**src/rtl/fifo_wr_arbiter.sv**
```systemverilog
// rtl/fifo_wr_arbiter.sv - round-robin write arbiter, read sequencer and flush control for a 16-entry FIFO
// Define FIFO_ARB_AFULL_EN to drive almost_full from AFULL_TH; otherwise almost_full is tied low.
module fifo_wr_arbiter #(
  parameter int N_REQ    = 4,
  parameter int DW       = 4,
  parameter int DEPTH    = 15,
  parameter int CW       = 5,
  parameter int AFULL_TH = 12
) (
  input  logic                clk,
  input  logic                rst,
  input  logic [N_REQ-1:0]    req,
  input  logic [N_REQ*DW-1:0] req_data,
  output logic [N_REQ-1:0]    gnt,
  output logic                fifo_wr_en,
  output logic [DW-1:0]       fifo_din,
  output logic                fifo_rd_en,
  input  logic [DW-1:0]       fifo_dout,
  input  logic                rd_req,
  output logic                rd_valid,
  output logic [DW-1:0]       rd_data,
  input  logic                flush,
  output logic                flush_done,
  output logic [CW-1:0]       count,
  output logic                full,
  output logic                empty,
  output logic                almost_full
);
  localparam int LW = (N_REQ > 1) ? $clog2(N_REQ) : 1;
  localparam logic [CW-1:0] DEPTH_C   = CW'(DEPTH);
  localparam logic [CW-1:0] AFULL_C   = CW'(AFULL_TH);
  localparam logic [LW-1:0] LAST_INIT = LW'(N_REQ - 1);

  typedef enum logic {RUN, FLUSH} state_t;

  state_t        state, state_next;
  logic [LW-1:0] last, last_next, win_idx, idx;
  logic          found;
  logic          can_wr;
  logic [CW-1:0] count_next;
  logic          rd_valid_next, flush_done_next;

  assign can_wr = (count < DEPTH_C);
  assign full   = (count == DEPTH_C);
  assign empty  = (count == '0);

`ifdef FIFO_ARB_AFULL_EN
  assign almost_full = (count >= AFULL_C);
`else
  // Threshold has no effect in this build; the term is constant zero.
  assign almost_full = (count >= AFULL_C) & 1'b0;
`endif

  // Search starts just after the last winner and wraps, giving round-robin fairness.
  always_comb begin
    gnt     = '0;
    win_idx = last;
    found   = 1'b0;
    idx     = '0;
    for (int k = 1; k <= N_REQ; k++) begin
      idx = LW'((int'(last) + k) % N_REQ);
      if (!found && req[idx]) begin
        found   = 1'b1;
        win_idx = idx;
      end
    end
    if (found && can_wr && (state == RUN) && !rst)
      gnt[win_idx] = 1'b1;
  end

  always_comb begin
    fifo_din = '0;
    for (int i = 0; i < N_REQ; i++)
      if (gnt[i]) fifo_din = req_data[i*DW +: DW];
  end

  assign fifo_wr_en = |gnt;
  assign fifo_rd_en = (count != '0) && ((state == FLUSH) || rd_req);
  assign rd_data    = rd_valid ? fifo_dout : '0;

  always_comb begin
    state_next      = state;
    last_next       = last;
    count_next      = count;
    rd_valid_next   = 1'b0;
    flush_done_next = 1'b0;
    if (fifo_wr_en) last_next = win_idx;
    case ({fifo_wr_en, fifo_rd_en})
      2'b10:   count_next = count + 1'b1;
      2'b01:   count_next = count - 1'b1;
      default: count_next = count;
    endcase
    case (state)
      RUN: begin
        rd_valid_next = fifo_rd_en;
        if (flush) state_next = FLUSH;
      end
      FLUSH: begin
        if (count == '0) begin
          state_next      = RUN;
          flush_done_next = 1'b1;
        end
      end
      default: state_next = RUN;
    endcase
  end

  always_ff @(posedge clk or posedge rst) begin
    if (rst) begin
      state      <= RUN;
      last       <= LAST_INIT;
      count      <= '0;
      rd_valid   <= 1'b0;
      flush_done <= 1'b0;
    end else begin
      state      <= state_next;
      last       <= last_next;
      count      <= count_next;
      rd_valid   <= rd_valid_next;
      flush_done <= flush_done_next;
    end
  end
endmodule

```
**config.mk**
```make
export PLATFORM = sky130hd
export DESIGN_NAME = fifo_wr_arbiter
export DESIGN_NICKNAME = d
export VERILOG_FILES = /design/src/rtl/fifo_wr_arbiter.sv
export SDC_FILE = /design/constraint.sdc
export NUM_CORES = 1
export LEC_CHECK = 0
export ABC_AREA = 1
export BUFFER_PORTS_ARGS = -buffer_cell sky130_fd_sc_hd__buf_2
export CORE_MARGIN = 8
export CORE_UTILIZATION = 50
export CTS_CLUSTER_SIZE = 40
export DETAILED_ROUTE_END_ITERATION = 6
export PLACE_DENSITY = 0.93
export SLEW_MARGIN = 25
export SYNTH_ARGS = -nofsm -noshare
export SYNTH_HDL_FRONTEND = slang
export SYNTH_SLANG_ARGS = --single-unit
```
**constraint.sdc**
```tcl
create_clock -name clk -period 6.9 [get_ports clk]
set_input_delay 0.69 -clock clk [delete_from_list [all_inputs] [get_ports clk]]
set_output_delay 0.69 -clock clk [all_outputs]
set_load 0.005 [all_outputs]
```
**Word level (Yosys, flattened, before mapping)**

Cells that the tools add are included.

- Add/sub/neg operators: 6
- $lt $le $gt $ge: 7
- Equal/unequal tests: 3
- Muxes and demuxes: 31
- Bitwise gates (word level): 1
- Reductions and logical operators: 17

Operators by type and width:

| operator | number |
|---|---|
| $mux W4 | 6 |
| $lt A2 B3 Y1 const B | 5 |
| $mux W1 | 14 |
| $pmux W5 S2 | 1 |
| $bmux W1 S2 | 4 |
| $logic_and A1 B1 Y1 | 8 |
| $mux W2 | 4 |
| $add A5 B1 Y5 const B | 1 |
| $eq A5 B4 Y1 const B | 1 |
| $logic_not A5 Y1 | 1 |
| $lt A5 B4 Y1 const B | 1 |
| $reduce_bool A5 Y1 | 1 |
| $sub A5 B1 Y5 const B | 1 |
| $add A2 B1 Y2 const B | 2 |
| $add A2 B2 Y2 const B | 2 |
| $logic_not A1 Y1 | 4 |
| $reduce_or A4 Y1 | 1 |
| $demux W1 S2 | 1 |
| $eq A2 B1 Y1 const B | 1 |
| $eq A2 B2 Y1 const B | 1 |
| $ge A2 B1 Y1 const B | 1 |
| $pmux W1 S2 | 1 |
| $reduce_bool A2 Y1 | 1 |
| $logic_or A1 B1 Y1 | 1 |
| $not A1 Y1 | 1 |

- Flip-flop bits (word level): 10

**Longest topological paths before layout**

Gate-level depths: netlist (run 1).

- Depth after elaboration: 22
- Depth in mapped cells: 18
- Gate-level depth less buffers: 17

**Worst setup path after synthesis (run 1)**

No wires, ideal clock.

- Kind: input to register
- Start: input port rst
- End: register count[4]
- Setup time: 0.126 ns
- Arrival: 2.603 ns
- Data required time: 6.774 ns
- Path slack: 4.171 ns
- Cell stages on the path: 13
- Path buffers: 0
- Path through: inv_1 nand2_1 nor3_1 nand2_4 ha_1 ha_1 nand2_1 nor2_1 a211oi_1 nand2_1 nand2_1 nor2_1 xor2_1

- Cells in the longest elaborated chain, start to end: 6

RTL lines:

| item | line | source |
|---|---|---|
| from (decl) | 11 | `input logic rst,` |
| $logic_not A1 Y1 (no line) (*) | n/a |  |
| $logic_and A1 B1 Y1 (*) | 67 | `if (found && can_wr && (state == RUN) && !rst)` |
| $mux W4 (*) | 67 |  |
| $reduce_or A4 Y1 (*) | 77 | `assign fifo_wr_en = \|gnt;` |
| $eq A2 B1 Y1 or $eq A2 B2 Y1 (tied branches) | 88 | `case ({fifo_wr_en, fifo_rd_en})` |
| $pmux W5 S2 or $reduce_bool A2 Y1 (tied branches) | n/a |  |
| to (signal assigned) | 118 | `count <= count_next;` |
| to (decl) | 24 | `output logic [CW-1:0] count,` |

Mark *: on every way between the ends. The rest lies on a longest branch, timed or not.
A chain may end at the register's enable or synchronous reset.

**Worst setup path in the final report (run 1)**

- Start: register last[0]
- End: output port fifo_din[1]

- Cells in the longest elaborated chain, start to end: 22

RTL lines:

| item | line | source |
|---|---|---|
| from (decl) | 37 | `logic [LW-1:0] last, last_next, win_idx, idx;` |
| from (signal assigned) | 117 | `last <= last_next;` |
| $add A2 B1 Y2 | 61 | `idx = LW'((int'(last) + k) % N_REQ);` |
| $bmux W1 S2 | 62 | `if (!found && req[idx]) begin` |
| $mux W1 (implied by the code) | 62 |  |
| $mux W1 | 62 |  |
| $logic_not A1 Y1 | 62 |  |
| $logic_and A1 B1 Y1 | 62 |  |
| $mux W1 | 62 |  |
| $logic_not A1 Y1 | 62 |  |
| (+4 left out) | n/a |  |
| $mux W2 | 62 |  |
| $lt A2 B3 Y1 (implied by the code) or $ge A2 B1 Y1 (tied branches) | 68 | `gnt[win_idx] = 1'b1;` |
| $logic_and A1 B1 Y1 (implied by the code) | 68 |  |
| $mux W1 (implied by the code) | 68 |  |
| $demux W1 S2 | 68 |  |
| $mux W4 (*) | 67 |  |
| $mux W4 (3 in series) | 74 | `if (gnt[i]) fifo_din = req_data[i*DW +: DW];` |
| $mux W4 (*) | 74 |  |
| to (decl) | 16 | `output logic [DW-1:0] fifo_din,` |

Mark *: on every way between the ends. The rest lies on a longest branch, timed or not. The select of a mux whose other input is x is not followed.

==> results_dict.tcl, run 1 <==
set metrics [dict create \
    status "completed" \
    slew_violations 0 \
    dieHeight_um 63.64 \
    holdBufCountCts 0 \
    fill_cells 209 \
    hold_viol 0 \
    register_area_um2 252.7 \
    arrival_ps 2350 \
    post-route-period-util_pct 44.03 \
    dr.pass1.iters 4 \
    ys_types 27 \
    dieArea_mm2 0.004050 \
    cts_root_buffer "clkbuf_4" \
    diodes 0 \
    core_mm2 0.002170 \
    clk_latency_ps 280 \
    final.setup.tns_ps 0 \
    synth_fa_ha_area_share_pct 6.174 \
    worstReg2RegStart "last[0]" \
    yosys-top-cells-area "nand2_1, dfrtp_1, nand3_1" \
    io_buffers 50 \
    antenna_found_initial 0 \
    synth-xor-area-share_pct 1.544 \
    cts_buffer_depth 2 \
    reg2regPathDepth 17 \
    globalplace.congestion 0.8349 \
    final_nets 262 \
    rsz0062_at_grt "false" \
    r2r-end "count[4]" \
    cts_max_level 1 \
    die_x_um 63.64 \
    critPathLaunch "last[0]" \
    ys_warn_count 0 \
    grt_pass1_wl_um 5181 \
    multi_input_area_um2 730.7 \
    power.leakage_nw 0.8604 \
    drive_above_1_share_pct 34.65 \
    drcViolationCount 0 \
    cts_sinks 10 \
    vias 1297 \
    cts_resized 0 \
    netlist.area_leader.share_pct 17.86 \
    endpoint_kind "output port" \
    hp-class "in -> async" \
    critPathMaxFanout 13 \
    avgRoutedWirePerCell_um 12.07 \
    syn_nets 211 \
    ys_seq_area_share_pct 22.27 \
    setup_viol 0 \
    grt_overflow 0 \
    cp.required_ps 6210 \
    r2r_setup_slack_ps 3880 \
    postCtsSetupRepairBufs 0 \
    async_flop_share_pct 100.0 \
    synth_ff_type "dfrtp_1" \
    start_kind "flip-flop" \
    cp-endpoint "fifo_din[1]" \
    final_util_pct 65.40 \
    syn_area_mm2 0.001135 \
    synth_edf_count 0 \
    yosys_register_bits 10 \
    fin_crit_ps 3038 \
    path_clk_slew_ps 70 \
    cts_buffers 3 \
    io_pins 52 \
    synth.largest_area_cell "nand2_1" \
    drtIter0Drc 91 \
    track_usage_pct 14.97 \
    cap_violations 0 \
    synth_most_common_cell "nand2_1" \
    dp_hpwl_um 2487 \
    skew_ps 6.306 \
    avgViaCountPerCell 5.066 \
    start_util_pct 52.31 \
    synth_top_family_by_area "simple AND/OR/NAND/NOR gates" \
    power.density_mw_per_mm2 464.8 \
    syn_avg_cell_area_um2 6.375 \
    synth_common_cells "nand2_1, inv_1, nand3_1, nor2_1, nand2_2" \
    synth_compound_area_share_pct 7.497 \
    synth-simple-area-share_pct 48.84 \
    vdd_ir_drop_max_mv 0.3416 \
    grt_pass1_vias 1257 \
    wirelength_um 3090 \
    cts_tree "yes" \
    grt_max_degree 14 \
    critPathKind "reg -> out" \
    fmax_mhz 329.1 \
    syn_to_final_growth_pct 25.03 \
    rows 17 \
    antenna_left 0 \
    synth.area.mux_share_pct 0 \
    synthCells 178 \
]
-- worst min-delay path by stage --
| stage | endpoint | cells after the start |
|---|---|---|
| 2_1_floorplan | rd_valid | 1 |
| 4_1_cts | count[1] | 2 |
| 3_3_place_gp | rd_valid | 1 |
| 3_5_place_dp | rd_valid | 1 |
| 5_1_grt | rd_valid | 2 |
| 6_report | count[1] | 2 |
-- state kept, by name (all words and copies together), names as in the netlist --
name and flops:
flush_done 1, state 1, count 5, rd_valid 1, last 2
-- routing by layer --
layer	routed length (um)	track usage (%)	vias to the layer above
met4	38	6.407	0
met3	135	2.827	9
met5	0	0	-
li1	-	-	666
met1	1263	16.11	579
met2	1653	27.50	43
-- cells in the final DEF (no fill, tap or decap), types with 4 or more instances in the layout --
cell type / n
ha_1: 4
a21oi_1: 5
nand2_1: 54
nand2_4: 4
nor2_1: 11
nand2_2: 9
o21ai_0: 8
inv_2: 4
inv_1: 24
nand4_1: 5
buf_2: 50
dfrtp_1: 8
nand3_1: 21
-- critical path: stages, from the launching register on --
cell and delay [ps]:
dfstp_2 670, inv_2 160, nand2_1 80, nand2_1 120, nand2_2 120, nand2_4 80
nor2_8 110, nand2_2 60, nand2_1 70, nand2_2 80, nor2_4 200, nand3_1 110
nand4_1 90, buf_2 120
-- power breakdown --
group / internal, mW / switching [mW]
clock network: 0.0321 / 0.0222
logic: 0.166 / 0.305
registers: 0.0910 / 0.0425
-- kinds of logic after synthesis --
logic type      Yosys count
fa+ha+maj                 5
buf+inv                  33
compound gates           16
flops                    10
simple gates            111
xor+xnor                  2
other cells               1
-- final cells by class --
cell class / instances / area share, %
clock buffer: 4 / 2.557
inverter: 29 / 8.025
multi-input combinational: 135 / 51.50
sequential: 10 / 17.81
tap: 28 / 2.469
timing repair buffer: 50 / 17.64
-- per-stage QoR --
stage	hold slack [ps]	std cells	setup WS [ps]	cell area, um^2	power (mW)
after floorplan	442.4	178	4171	1135	0.5083
after detailed placement	477.5	252	3774	1383	0.6025
after CTS	384.1	256	3832	1419	0.6591
final	379.2	256	3862	1419	0.6594
after global placement	472.4	252	3951	1383	0.5832
after global routing	414.0	256	3572	1419	0.7320
(Power assumes the default switching activity.)
==> run 2: changes to the inputs <==
- CORE_UTILIZATION: 50 -> 42
- PLACE_DENSITY: 0.93 -> 0.84
- clock period: 6.9 -> 2.45 ns (I/O delays scaled with it)
==> results_dict.tcl, run 2 (synthesized netlist as in run 1, its figures left out) <==
set metrics [dict create \
    slew_violations 0 \
    skew_ps 2.234 \
    syn_to_final_growth_pct 70.56 \
    mostFrequentLayoutCells "buf_2, nand2_1, inv_1" \
    track_usage_pct 16.33 \
    status "complete, but fails checks" \
    violations "setup timing" \
    dr.pass1.iters 4 \
    avgRoutedWirePerCell_um 14.00 \
    fin_crit_ps 2561 \
    cts_sinks 10 \
    clk_latency_ps 260 \
    die_x_um 67.98 \
    fin_ws_ps -111.0 \
    start_kind "flip-flop" \
    setup_viol 6 \
    final_util_pct 72.70 \
    cts_root_buffer "clkbuf_4" \
    avgViaCountPerCell 5.099 \
    critical_path.slowest_cell "dfstp_2" \
    endpoint_kind "flip-flop" \
    critical_path.top_delay_family "simple AND/OR/NAND/NOR gates" \
    drive_above_1_share_pct 53.61 \
    multi_input_area_um2 955.9 \
    total_power_mw 2.832 \
    antenna_found_initial 0 \
    reg2regPathDepth 16 \
    grt_max_degree 12 \
    core_mm2 0.002663 \
    critPathKind "reg -> reg" \
    arrival_ps 2710 \
    grt_pass1_vias 1488 \
    path_clk_slew_ps 70 \
    grt_overflow 0 \
    final_nets 297 \
    dieArea_mm2 0.004621 \
    dp_hpwl_um 2521 \
    power.leakage_nw 1.092 \
    diodes 0 \
    r2r_setup_slack_ps -110 \
    fmax_mhz 390.5 \
    critPathMaxFanout 4 \
    cts_buffers 3 \
    drcViolationCount 0 \
    critPathBufInv 3 \
    rows 19 \
    vdd_ir_drop_max_mv 1.058 \
    antenna_left 0 \
    rsz0062_at_grt "true" \
    pre_cts_slack_ps -64.93 \
    hp-class "in -> reg" \
    layout_commonest_cell "buf_2" \
    reg_top3 "count (5), last (2)" \
    cts_buffer_depth 2 \
    io_pins 52 \
    io_buffers 50 \
    globalplace.congestion 0.8451 \
    wirelength_um 4115 \
    hold_viol 0 \
    whs_ps 216.0 \
    register_area_um2 252.7 \
    hold_path_depth 3 \
    largest_reg_flops 5 \
    cts_tree "yes" \
    cp.required_ps 2600 \
    start_util_pct 42.62 \
    slowest_delay_ps 590 \
    r2r-end "count[4]" \
    fill_cells 221 \
    drtIter0Drc 59 \
    grt_pass1_wl_um 6134 \
    min_from "flush" \
    top_register "count" \
    path_cells "buf_6 > buf_6 > nand2_1 > nand3_2 > nand2_4 > nor2_8 > nand3_2 > nand2_4 > ha_4 > inv_4 > fa_2 > nor2_2 > a211oi_2 > nor2_1 > nor2_2 > xor2_1" \
    min_to "state" \
    vias 1499 \
    cap_violations 0 \
    power.density_mw_per_mm2 1463 \
    post-route-period-util_pct 104.5 \
    cts_max_level 1 \
    worstReg2RegStart "last[0]" \
    dieHeight_um 67.98 \
]
-- run 2: cell count changes in the layout (fill, tap and decap cells not counted), sizes merged --
cell | previous run | this run
dlygate4sd3 | 0 | 1
buf | 50 | 82
nand2 | 67 | 68
nor2 | 14 | 15
-- run 2: worst max-delay path by stage --
stage               startpoint       end  slack [ps]  cells past startpoint
global placement       last[0]  count[4]         -10                     17
detailed placement     last[0]  count[4]         -60                     16
global route           last[0]  count[4]        -200                     17
floorplan              last[0]  count[4]          20                     18
CTS                    last[0]  count[4]         -10                     18
finish                 last[0]  count[4]        -110                     16
-- run 2: repair_timing --
action,in CTS,in global routing
hold endpoints to repair,8,0
cloned,1,1
gates resized for setup,35,26
pin swaps,20,24
setup endpoints to repair,7,11
setup buffers,13,8
hold buffers,1,0
-- run 2: through the flow --
stage          setup TNS (ps)  cell area (um^2)  cells
4_1_cts                -36.35              1748    285
5_1_grt                 -1413              1936    294
3_3_place_gp           -13.62              1481    266
3_5_place_dp           -64.93              1481    266
2_1_floorplan               0              1147    178
6_report               -407.2              1936    294
-- run 2: metal layers --
metal  track usage, %  share of wire (%)  up-vias
li1                 -                  -      738
met1            17.30                 38      719
met2            30.95                 57       35
met3            4.419                3.7        7
met4            4.092                1.3        0
met5                0                  0        -
-- run 2: layout make-up --
cell class	count	area share (%)
timing repair buffer	83	27.80
multi-input combinational	137	49.39
sequential	10	13.06
tap	31	2.004
clock buffer	4	1.357
inverter	29	6.399
-- run 2: power breakdown --
part           switching (mW)  total, mW  leakage [nW]  internal, mW
registers              0.0999      0.356         0.116         0.256
logic                    1.30       2.36         0.961          1.06
clock network          0.0573      0.120        0.0150        0.0630
total                    1.46       2.83          1.09          1.38
-- run 2: worst register-to-register path: stages (launching register included) --
cell and delay (ps):
dfstp_2 590, buf_6 110, buf_6 90, nand2_1 70, nand3_2 100, nand2_4 80, nor2_8 120, nand3_2 90
nand2_4 80, ha_4 180, inv_4 40, fa_2 360, nor2_2 140, a211oi_2 50, nor2_1 140, nor2_2 60
xor2_1 130
